**src/rtl/alpha_pkg.sv**
```systemverilog
// Shared types and arithmetic helpers for the global-phase alpha engine.
// Helpers work on wide signed values so they serve any amplitude width up to 63 bits.
package alpha_pkg;

  typedef enum logic [2:0] {
    GATE_H    = 3'd0,
    GATE_S    = 3'd1,
    GATE_CNOT = 3'd2,
    GATE_Z    = 3'd3,
    GATE_X    = 3'd4,
    GATE_SDG  = 3'd5
  } gate_e;

  typedef enum logic [2:0] {
    ST_IDLE,
    ST_CALC,
    ST_CHK,
    ST_SCALE,
    ST_DONE
  } state_e;

  localparam int LAST_GATE = 5;

  function automatic int pos_w(input int n);
    return (n > 1) ? $clog2(n) : 1;
  endfunction

  // round(0.70710678 * 2^frac) in pure integer arithmetic
  function automatic longint inv_sqrt2(input int frac);
    return (longint'(70710678) * (longint'(1) << frac) + longint'(50000000))
           / longint'(100000000);
  endfunction

  function automatic logic signed [63:0] sat_neg(input logic signed [63:0] v, input int w);
    logic signed [63:0] lo;
    lo = -(64'sd1 <<< (w - 1));
    if (v == lo) return (64'sd1 <<< (w - 1)) - 64'sd1;
    return -v;
  endfunction

  function automatic logic signed [63:0] round_shift_sat(input logic signed [127:0] v,
                                                         input int frac, input int w);
    logic signed [127:0] r;
    logic signed [127:0] hi;
    logic signed [127:0] lo;
    r  = (v + (128'sd1 <<< (frac - 1))) >>> frac;
    hi = (128'sd1 <<< (w - 1)) - 128'sd1;
    lo = -(128'sd1 <<< (w - 1));
    if (r > hi) r = hi;
    else if (r < lo) r = lo;
    return 64'(r);
  endfunction

endpackage

```
**src/rtl/cplx_scale_sat.sv**
```systemverilog
// Registered complex-by-1/sqrt2 scaler with round-half-up and saturation to AMP_W bits.
module cplx_scale_sat
  import alpha_pkg::*;
#(
  parameter int AMP_W  = 32,
  parameter int FRAC_W = 16
) (
  input  logic                    clk,
  input  logic                    rst_new,
  input  logic                    en_i,
  input  logic signed [AMP_W:0]   inR_i,
  input  logic signed [AMP_W:0]   inI_i,
  output logic signed [AMP_W-1:0] outR_o,
  output logic signed [AMP_W-1:0] outI_o
);

  // Product width covers (AMP_W+1)-bit input, FRAC_W+1-bit constant and the rounding carry
  localparam int MW = AMP_W + FRAC_W + 3;
  localparam logic signed [MW-1:0] K = MW'(inv_sqrt2(FRAC_W));

  logic signed [MW-1:0]    prodR, prodI;
  logic signed [AMP_W-1:0] satR, satI;

  function automatic logic signed [AMP_W-1:0] roundSat(input logic signed [MW-1:0] p);
    logic signed [127:0] wide;
    wide = 128'(p);
    return AMP_W'(round_shift_sat(wide, FRAC_W, AMP_W));
  endfunction

  always_comb begin
    prodR = MW'(inR_i) * K;
    prodI = MW'(inI_i) * K;
    satR  = roundSat(prodR);
    satI  = roundSat(prodI);
  end

  always_ff @(posedge clk or posedge rst_new) begin
    if (rst_new) begin
      outR_o <= '0;
      outI_o <= '0;
    end else if (en_i) begin
      outR_o <= satR;
      outI_o <= satI;
    end
  end

endmodule

```
**src/rtl/alpha_engine.sv**
```systemverilog
// Per-gate global-phase coefficient (alpha) and basis-index update for the stabilizer emulator.
// Hadamard takes CALC->CHK->SCALE, every other gate (and any error) goes straight to DONE.
module alpha_engine
  import alpha_pkg::*;
#(
  parameter int NUM_QUBIT = 4,
  parameter int AMP_W     = 32,
  parameter int FRAC_W    = 16
) (
  input  logic                          clk,
  input  logic                          rst_new,
  input  logic                          start,
  output logic                          ready,
  input  logic [2:0]                    gate_type,
  input  logic [NUM_QUBIT-1:0]          basis_index,
  input  logic [pos_w(NUM_QUBIT)-1:0]   qubit_pos,
  input  logic [pos_w(NUM_QUBIT)-1:0]   ctrl_pos,
  input  logic signed [AMP_W-1:0]       amplitude_r,
  input  logic signed [AMP_W-1:0]       amplitude_i,
  input  logic signed [AMP_W-1:0]       amplitude2_r,
  input  logic signed [AMP_W-1:0]       amplitude2_i,
  output logic signed [AMP_W-1:0]       alpha_r,
  output logic signed [AMP_W-1:0]       alpha_i,
  output logic [NUM_QUBIT-1:0]          basis_index_out,
  output logic                          initial_alpha_zero,
  output logic                          gate_err,
  output logic                          done
);

  localparam int PW = pos_w(NUM_QUBIT);

  state_e                  state_q, state_d;
  gate_e                   gate_q, gate_d;
  logic [NUM_QUBIT-1:0]    basis_q, basis_d;
  logic [NUM_QUBIT-1:0]    basisOut_q, basisOut_d;
  logic [PW-1:0]           qpos_q, qpos_d, cpos_q, cpos_d;
  logic signed [AMP_W-1:0] ar_q, ar_d, ai_q, ai_d;
  logic signed [AMP_W-1:0] a2r_q, a2r_d, a2i_q, a2i_d;
  logic signed [AMP_W:0]   alphaR_q, alphaR_d, alphaI_q, alphaI_d;
  logic                    iaz_q, iaz_d;
  logic                    err_q, err_d;
  logic                    scaled_q, scaled_d;

  logic                    reqErr;
  logic                    tBit;
  logic [NUM_QUBIT-1:0]    flipMask;
  logic signed [AMP_W-1:0] scR, scI;

  function automatic logic signed [AMP_W:0] ext1(input logic signed [AMP_W-1:0] v);
    return {v[AMP_W-1], v};
  endfunction

  function automatic logic signed [AMP_W-1:0] negA(input logic signed [AMP_W-1:0] v);
    logic signed [63:0] wide;
    wide = 64'(v);
    return AMP_W'(sat_neg(wide, AMP_W));
  endfunction

  // Request checks are evaluated on the live inputs so the verdict is latched with them
  assign reqErr = (int'(gate_type) > LAST_GATE)
               || (int'(qubit_pos) >= NUM_QUBIT)
               || (int'(ctrl_pos) >= NUM_QUBIT)
               || ((gate_type == GATE_CNOT) && (ctrl_pos == qubit_pos));

  assign tBit     = basis_q[qpos_q];
  assign flipMask = NUM_QUBIT'(1) << qpos_q;

  always_comb begin
    state_d    = state_q;
    gate_d     = gate_q;
    basis_d    = basis_q;
    basisOut_d = basisOut_q;
    qpos_d     = qpos_q;
    cpos_d     = cpos_q;
    ar_d       = ar_q;
    ai_d       = ai_q;
    a2r_d      = a2r_q;
    a2i_d      = a2i_q;
    alphaR_d   = alphaR_q;
    alphaI_d   = alphaI_q;
    iaz_d      = iaz_q;
    err_d      = err_q;
    scaled_d   = scaled_q;

    case (state_q)
      ST_IDLE: begin
        if (start) begin
          gate_d   = gate_e'(gate_type);
          basis_d  = basis_index;
          qpos_d   = qubit_pos;
          cpos_d   = ctrl_pos;
          ar_d     = amplitude_r;
          ai_d     = amplitude_i;
          a2r_d    = amplitude2_r;
          a2i_d    = amplitude2_i;
          err_d    = reqErr;
          iaz_d    = 1'b0;
          scaled_d = 1'b0;
          state_d  = ST_CALC;
        end
      end

      ST_CALC: begin
        alphaR_d   = ext1(ar_q);
        alphaI_d   = ext1(ai_q);
        basisOut_d = basis_q;
        state_d    = ST_DONE;
        if (!err_q) begin
          case (gate_q)
            GATE_H: begin
              state_d = ST_CHK;
              if (tBit) begin
                alphaR_d = ext1(a2r_q) - ext1(ar_q);
                alphaI_d = ext1(a2i_q) - ext1(ai_q);
              end else begin
                alphaR_d = ext1(ar_q) + ext1(a2r_q);
                alphaI_d = ext1(ai_q) + ext1(a2i_q);
              end
            end
            GATE_S: begin
              if (tBit) begin
                alphaR_d = ext1(negA(ai_q));
                alphaI_d = ext1(ar_q);
              end
            end
            GATE_SDG: begin
              if (tBit) begin
                alphaR_d = ext1(ai_q);
                alphaI_d = ext1(negA(ar_q));
              end
            end
            GATE_Z: begin
              if (tBit) begin
                alphaR_d = ext1(negA(ar_q));
                alphaI_d = ext1(negA(ai_q));
              end
            end
            GATE_X:    basisOut_d = basis_q ^ flipMask;
            GATE_CNOT: if (basis_q[cpos_q]) basisOut_d = basis_q ^ flipMask;
            default: ;
          endcase
        end
      end

      // A zero first attempt means the partner basis carries the phase: use the other sign
      ST_CHK: begin
        state_d = ST_SCALE;
        if ((alphaR_q == '0) && (alphaI_q == '0)) begin
          iaz_d      = 1'b1;
          basisOut_d = basis_q ^ flipMask;
          if (tBit) begin
            alphaR_d = ext1(ar_q) + ext1(a2r_q);
            alphaI_d = ext1(ai_q) + ext1(a2i_q);
          end else begin
            alphaR_d = ext1(ar_q) - ext1(a2r_q);
            alphaI_d = ext1(ai_q) - ext1(a2i_q);
          end
        end
      end

      ST_SCALE: begin
        scaled_d = 1'b1;
        state_d  = ST_DONE;
      end

      ST_DONE: state_d = ST_IDLE;

      default: state_d = ST_IDLE;
    endcase
  end

  always_ff @(posedge clk or posedge rst_new) begin
    if (rst_new) begin
      state_q    <= ST_IDLE;
      gate_q     <= GATE_H;
      basis_q    <= '0;
      basisOut_q <= '0;
      qpos_q     <= '0;
      cpos_q     <= '0;
      ar_q       <= '0;
      ai_q       <= '0;
      a2r_q      <= '0;
      a2i_q      <= '0;
      alphaR_q   <= '0;
      alphaI_q   <= '0;
      iaz_q      <= 1'b0;
      err_q      <= 1'b0;
      scaled_q   <= 1'b0;
    end else begin
      state_q    <= state_d;
      gate_q     <= gate_d;
      basis_q    <= basis_d;
      basisOut_q <= basisOut_d;
      qpos_q     <= qpos_d;
      cpos_q     <= cpos_d;
      ar_q       <= ar_d;
      ai_q       <= ai_d;
      a2r_q      <= a2r_d;
      a2i_q      <= a2i_d;
      alphaR_q   <= alphaR_d;
      alphaI_q   <= alphaI_d;
      iaz_q      <= iaz_d;
      err_q      <= err_d;
      scaled_q   <= scaled_d;
    end
  end

  cplx_scale_sat #(
    .AMP_W (AMP_W),
    .FRAC_W(FRAC_W)
  ) u_scale (
    .clk    (clk),
    .rst_new(rst_new),
    .en_i   (state_q == ST_SCALE),
    .inR_i  (alphaR_q),
    .inI_i  (alphaI_q),
    .outR_o (scR),
    .outI_o (scI)
  );

  // Hadamard results live in the scaler register; everything else in alpha*_q
  assign alpha_r            = scaled_q ? scR : AMP_W'(alphaR_q);
  assign alpha_i            = scaled_q ? scI : AMP_W'(alphaI_q);
  assign basis_index_out    = basisOut_q;
  assign initial_alpha_zero = iaz_q;
  assign gate_err           = err_q;
  assign ready              = (state_q == ST_IDLE);
  assign done               = (state_q == ST_DONE);

endmodule

```
**config.mk**
```make
export PLATFORM = sky130hd
export DESIGN_NAME = alpha_engine
export DESIGN_NICKNAME = d
export VERILOG_FILES = /design/src/rtl/alpha_pkg.sv /design/src/rtl/cplx_scale_sat.sv /design/src/rtl/alpha_engine.sv
export SDC_FILE = /design/constraint.sdc
export NUM_CORES = 2
export LEC_CHECK = 0
export ABC_AREA = 1
export BUFFER_PORTS_ARGS = -buffer_cell sky130_fd_sc_hd__buf_2
export CORE_ASPECT_RATIO = 1.2
export CORE_UTILIZATION = 44
export DETAILED_ROUTE_END_ITERATION = 8
export PLACE_DENSITY = 0.57
export SKIP_LAST_GASP = 1
export SLEW_MARGIN = 10
export SYNTH_ARGS = -nofsm -noshare
export SYNTH_HDL_FRONTEND = slang
export SYNTH_SLANG_ARGS = --single-unit
```
**constraint.sdc**
```tcl
create_clock -name clk -period 15.5 [get_ports clk]
set_input_delay 2.325 -clock clk [delete_from_list [all_inputs] [get_ports clk]]
set_output_delay 2.325 -clock clk [all_outputs]
set_load 0.005 [all_outputs]
```
# After elaboration in Yosys (flattened, before gate mapping)
# Index checks and enable logic that the tools add are counted.
[word_totals] ff_bits=279 inputBits=142 output_inout_bits=72 elab_cells=130
[op_classes] add_sub_neg=10 n_mul=2 magnitude_cmp=7 eq_ne=15 shifts=1 n_mux=63 bitwise=1 reduce_logical=14
[ops] cell="33-bit two-way mux" count=14
[ops] cell="32-bit two-way mux" count=12
[ops] cell="33-bit case mux with 4 select lines" count=2
[ops] cell="33-bit case mux with 2 select lines" count=2
[ops] cell="32-bit by 32-bit subtractor with 33-bit output" count=4
[ops] cell="50-bit by 17-bit adder with 51-bit output, second input constant" count=2
[ops] cell="33-bit by 17-bit multiplier with 50-bit output, second input constant" count=2
[ops] cell="35-bit by 32-bit > comparator with 1-bit output, second input constant" count=2
[ops] cell="35-bit by 32-bit less-than comparator with 1-bit output, second input constant" count=2
[ops] cell="32-bit by 32-bit adder with 33-bit output" count=2
[ops] cell="33-bit logical NOT" count=2
[ops] cell="32-bit equality test, second input constant" count=2
[ops] cell="32-bit negator" count=2
[ops] cell="1-bit two-way mux" count=20
[ops] cell="4-bit case mux with 2 select lines" count=2
[ops] cell="3-bit by 2-bit equality test with 1-bit output, second input constant" count=5
[ops] cell="4-bit two-way mux" count=3
[ops] cell="3-bit case mux with 4 select lines" count=1
[ops] cell="3-bit equality test, second input constant" count=3
[ops] cell="3-bit two-way mux" count=3
[ops] cell="3-bit by 1-bit equality test with 1-bit output, second input constant" count=2
[ops] cell="3-bit logical NOT" count=2
[ops] cell="2-bit by 3-bit less-than comparator with 1-bit output, second input constant" count=2
[ops] cell="2-bit AND reduction" count=3
[ops] cell="other kinds (11)" count=17

# Logic depth before layout (Yosys ltp)
[depth] ltp_word=11 mapped_depth=29 depth_no_buf=28

# Hierarchy
# A second synthesis with hierarchy kept.
[hier_totals] hier_cells=8166 area_unflattened_um2=52406.5
[by_module_without_submodules] module="alpha_engine" n_inst=1 cells_each=5152 area_per_inst_um2=28681.3 seq_area_each_um2=5380.2
[by_module_without_submodules] module="cplx_scale_sat" n_inst=1 cells_each=3014 area_per_inst_um2=23725.3 seq_area_each_um2=1601.5

# Worst setup path before layout
# OpenSTA, ideal clock, no wires.
[synth_path] path_type="register to register" startpoint="reg alphaR_q[32]" endpoint="reg u_scale.outR_o[0]" setup_time_ns=0.120 arrival_time_ns=5.569 t_required_ns=15.380 setup_slack_ns=9.811 path_stages_with_launch=25 n_path_buf=1 period_less_slack_ns=5.689 cell_sequence="dfrtp_1 -> ha_1 -> inv_1 -> fa_1 -> fa_1 -> fa_1 -> fa_1 -> inv_1 -> fa_1 -> inv_1 -> ha_1 -> nand2_2 -> inv_4 -> nand2_4 -> nor4_4 -> nand2_2 -> nor2_2 -> nand2_2 -> nand3_2 -> nand2_1 -> nand2_1 -> nand2_2 -> a21oi_4 -> buf_12 -> a21oi_2"
[synth_via] elab_chain_len=5 word_cells_on_any_way=6 cone_classes="add/sub (1); mul (1); order compare (2); mux (2)"
[synth_rtl] item="from (decl)" line="alpha_engine.sv:39" rtl="logic signed [AMP_W:0] alphaR_q, alphaR_d, alphaI_q, alphaI_d;"
[synth_rtl] item="from (signal assigned)" line="alpha_engine.sv:200" rtl="alphaR_q <= alphaR_d;"
[synth_rtl] item="33-bit by 17-bit multiplier with 50-bit output *" line="cplx_scale_sat.sv:31" rtl="prodR = MW'(inR_i) * K;"
[synth_rtl] item="50-bit by 17-bit adder with 51-bit output *" line="alpha_pkg.sv:46" rtl="r = (v + (128'sd1 <<< (frac - 1))) >>> frac;"
[synth_rtl] item="35-bit by 32-bit less-than comparator with 1-bit output" line="alpha_pkg.sv:50" rtl="else if (r < lo) r = lo;"
[synth_rtl] item="32-bit two-way mux" line="alpha_pkg.sv:50"
[synth_rtl] item="32-bit two-way mux *" line="alpha_pkg.sv:49" rtl="if (r > hi) r = hi;"
[synth_rtl] item="to (signal assigned)" line="cplx_scale_sat.sv:42" rtl="outR_o <= satR;"
[synth_rtl] item="to (decl)" line="cplx_scale_sat.sv:13" rtl="output logic signed [AMP_W-1:0] outR_o,"
# Every way passes the cells marked *; elsewhere a longest branch is shown, timed or not.
# A chain may end at the register's enable or synchronous reset.

# Final worst setup path
[layout_path] startpoint="reg alphaI_q[31]" endpoint="reg u_scale.outI_o[30]"
[layout_via] elab_chain_len=5 word_cells_on_any_way=6 cone_classes="add/sub (1); mul (1); order compare (2); mux (2)"
[layout_rtl] item="from (decl)" line="alpha_engine.sv:39"
[layout_rtl] item="from (signal assigned)" line="alpha_engine.sv:201" rtl="alphaI_q <= alphaI_d;"
[layout_rtl] item="33-bit by 17-bit multiplier with 50-bit output *" line="cplx_scale_sat.sv:32" rtl="prodI = MW'(inI_i) * K;"
[layout_rtl] item="50-bit by 17-bit adder with 51-bit output *" line="alpha_pkg.sv:46"
[layout_rtl] item="35-bit by 32-bit less-than comparator with 1-bit output" line="alpha_pkg.sv:50"
[layout_rtl] item="32-bit two-way mux" line="alpha_pkg.sv:50"
[layout_rtl] item="32-bit two-way mux *" line="alpha_pkg.sv:49"
[layout_rtl] item="to (signal assigned)" line="cplx_scale_sat.sv:43" rtl="outI_o <= satI;"
[layout_rtl] item="to (decl)" line="cplx_scale_sat.sv:14" rtl="output logic signed [AMP_W-1:0] outI_o"
# Marks and branches as above.

==> out/results.txt <==
outcome = finished, final reports clean
slowest CP cell = nand2_2
CTS Buffer Depth = 3
max cap viols = 0
Hold Buf Count CTS = 0
Critical Path Source = alphaI_q[31]$_DFFE_PP0P_
Crit path arrival time = 6.98 ns
unrepaired setup endpoints after global routing = no
Post-Place Cells = 8975
Core ar. = 0.113 mm²
Highest Clock Rate = 154 MHz
WP data required = 15.98 ns
#FFs+latches synth = 279
Post-Place Setup Slack = 8.97 ns
fin nets = 8671
WL final = 204000 µm
Synth Net Count = 8615
number of global-route vias before repair = 48000
gp weighted congestion = 1.02
Final Hold Vio Count = 0
slowest stage delay, CP = 0.74 ns
routed len/inst = 22.5 µm
Initial DRC Count = 4284
fin cells = 9042
num ports = 214
synth unique cells = 62
Clock H-tree levels = 2
synthesized instance count = 7451
Crit. End Element = flop
postcts setup bufs = 0
final setup TNS = 0 ns
critical path class = reg -> reg
num rows = 135
Die W = 310 µm
GR Overflow Total = 0
die area = 0.115 mm²
Worst Hold Class = reg -> reg
Final Slew Violations = 0
Final Skew = 0.0500 ns
via count = 49200
fraction of layout cells with a size suffix above 1 = 7.26%
clock-pin transition on the worst setup and hold timing paths = 0.06 ns
slew margin rel. = 18.5%
DRC = 0
reg-to-reg startpoint = alphaI_q[31]$_DFFE_PP0P_
input/output buffers = 213
HPWL after detailed placement = 168000 µm
CTS buffer count = 37
endpoints failing setup = 0
Die Ht = 372 µm
Sink Count = 279
Syn Area/Cell = 6.74 µm²
post-route ant nets = 0
Final WS setup = 8.99 ns
Yosys warning count = 0
global router's overall resource usage = 34.8%
Mapped Area = 0.0502 mm²
Period minus WS final = 6.51 ns
CTS resizes = 0
Root Driver = clkbuf_16
Initial Util = 44.4%
Slew @ Worst Pin = 1.21 ns
Clock Latency Late Sink = 0.66 ns
DR pass1 iterations = 7
hold wc startpoint = initial_alpha_zero$_DFFE_PP0P_
largest net degree at the start of global routing = 186
Area Growth Syn to Fin = 6.95%
CP max FO = 31
crit-path most repeated cell = fa_1
first-pass GRT wire length = 298000 µm
Avg Vias per Cell = 5.44
crit-path cells = inv_1, ha_1, inv_1, fa_1, fa_1, fa_1, fa_1, inv_1, fa_1, inv_1, ha_1, nand2_1, nor2_1, nand2_1, nor3_1, nand3_1, nand3_1, xnor2_1, nand3b_1, nand2_2, a21oi_1
initial antenna violation count = 4
CTS tree = built
Seq/Total Area, Yosys = 13.9%
Setup crit start kind = flop
Final period util = 42.0%
## cell usage in the layout (no fill, tap or decap), drive strengths merged, types with 2 or more instances in the layout
master,count
o21bai,41
nand3,488
o31ai,2
o21ai,595
a21o,26
nor4,11
dfrtp,279
nor2,597
o22ai,7
nand3b,15
nor3,46
a211oi,5
clkinv,11
o2111ai,2
nand4,96
xor2,136
diode,2
inv,1336
nand2b,2
o21a,20
fa,337
bufinv,2
a21oi,497
o221ai,7
clkbuf,56
o211ai,36
xnor2,26
buf,260
a31oi,30
or2,3
nand2,1856
and2,4
ha,685
a21boi,10
and3,2
## layer usage
metal,routed length (µm),GRT usage [%],vias up
li1,-,-,23700
met4,11700,17.5,0
met3,11700,3.91,391
met5,0,0,-
met1,86600,44.6,23300
met2,93800,57.7,1712
## synthesized netlist by cell type (all sizes together)
library cell	instances	area (µm²)
inv	1333	5010
o2111ai	2	17.5
nor2	597	2370
nand3	488	2480
ha	685	8570
xnor2	26	228
clkinv	8	30.0
or2	3	18.8
nand4	96	601
nand2	1856	7120
o311a	1	10.0
and3	2	12.5
and3b	1	8.76
a21boi	10	75.1
a31o	1	8.76
o211ai	36	270
nand2b	2	12.5
xor2	136	1200
o21bai	41	308
a221oi	1	8.76
clkbuf	111	419
o21a	20	150
nand3b	15	125
dfrtp	279	6980
fa	337	6750
o22ai	7	43.8
and2	4	25.0
o221ai	7	61.3
a31oi	30	188
nor4	11	83.8
a21o	26	195
o21ai	595	2990
buf	132	753
o31ai	2	15.0
o221a	1	11.3
a21oi	497	2730
a211oi	5	37.5
o211a	1	10.0
nor3	46	245
## logic make-up (layout without fill, tap and decap cells)
kind of cell	Yosys count	after routing	share of synthesized area [%]
DFF	279	279	13.9
and+or+nand+nor	3121	3121	26.1
adders and majority gates	1022	1022	30.5
other	0	2	0
xor gates and xnor gates	162	162	2.84
buffers and inverters	1584	1666	12.4
AOI/OAI and AO/OA	1283	1283	14.2
## registers in the layout (all words and copies together), names as in the netlist, 4 cells and up
register	cells
ar_q	32
ai_q	32
u_scale.outI_o	32
a2i_q	32
alphaI_q	33
basis_q	4
basis_index_out	4
alphaR_q	33
a2r_q	32
u_scale.outR_o	32
## metrics by stage
step           hold WS (ns)  instance area (µm²)  utilization [%]
4_1_cts               0.497                53700             47.5
3_5_place_dp          0.484                52400             46.4
5_1_grt               0.529                53700             47.5
2_1_floorplan         0.449                50200                -
6_report              0.489                53700             47.5
3_3_place_gp          0.461                52400             46.4
## final timing paths
kind / depth (start not counted) / slack (ns) / end
max reg2reg: 21 / 8.99 / u_scale.outI_o[30]$_DFFE_PP0P_
min in group asynchronous: 2 / 1.75 / a2r_q[25]$_DFFE_PP0P_
max in group asynchronous: 4 / 11.77 / ai_q[15]$_DFFE_PP0P_
min reg2reg: 2 / 0.49 / initial_alpha_zero$_DFFE_PP0P_
min: 2 / 0.49 / initial_alpha_zero$_DFFE_PP0P_
max: 21 / 8.99 / u_scale.outI_o[30]$_DFFE_PP0P_
## cell type report
class | instances | area [µm²]
Sequential cell | 279 | 6990
Antenna cell | 2 | 5.00
Multi-Input combinational cell | 5588 | 37000
Clock inverter | 9 | 109
Inverter | 1341 | 5060
Fill cell | 12000 | 59300
Timing Repair Buffer | 260 | 1420
Clock buffer | 56 | 1170
Tap cell | 1507 | 1890
## worst max-delay path: cells and delay by family (launching register included)
kind,cells,cell delay [ns]
buffers and inverters,4,0.36
AOI/OAI and AO/OA,1,0.15
DFF,1,0.69
xor gates and xnor gates,1,0.16
and+or+nand+nor,8,1.83
adders and majority gates,7,3.12
Power is left out: the tool's default activity adds up to more than one toggle a clock period on the data nets, which glitch-free logic cannot reach.
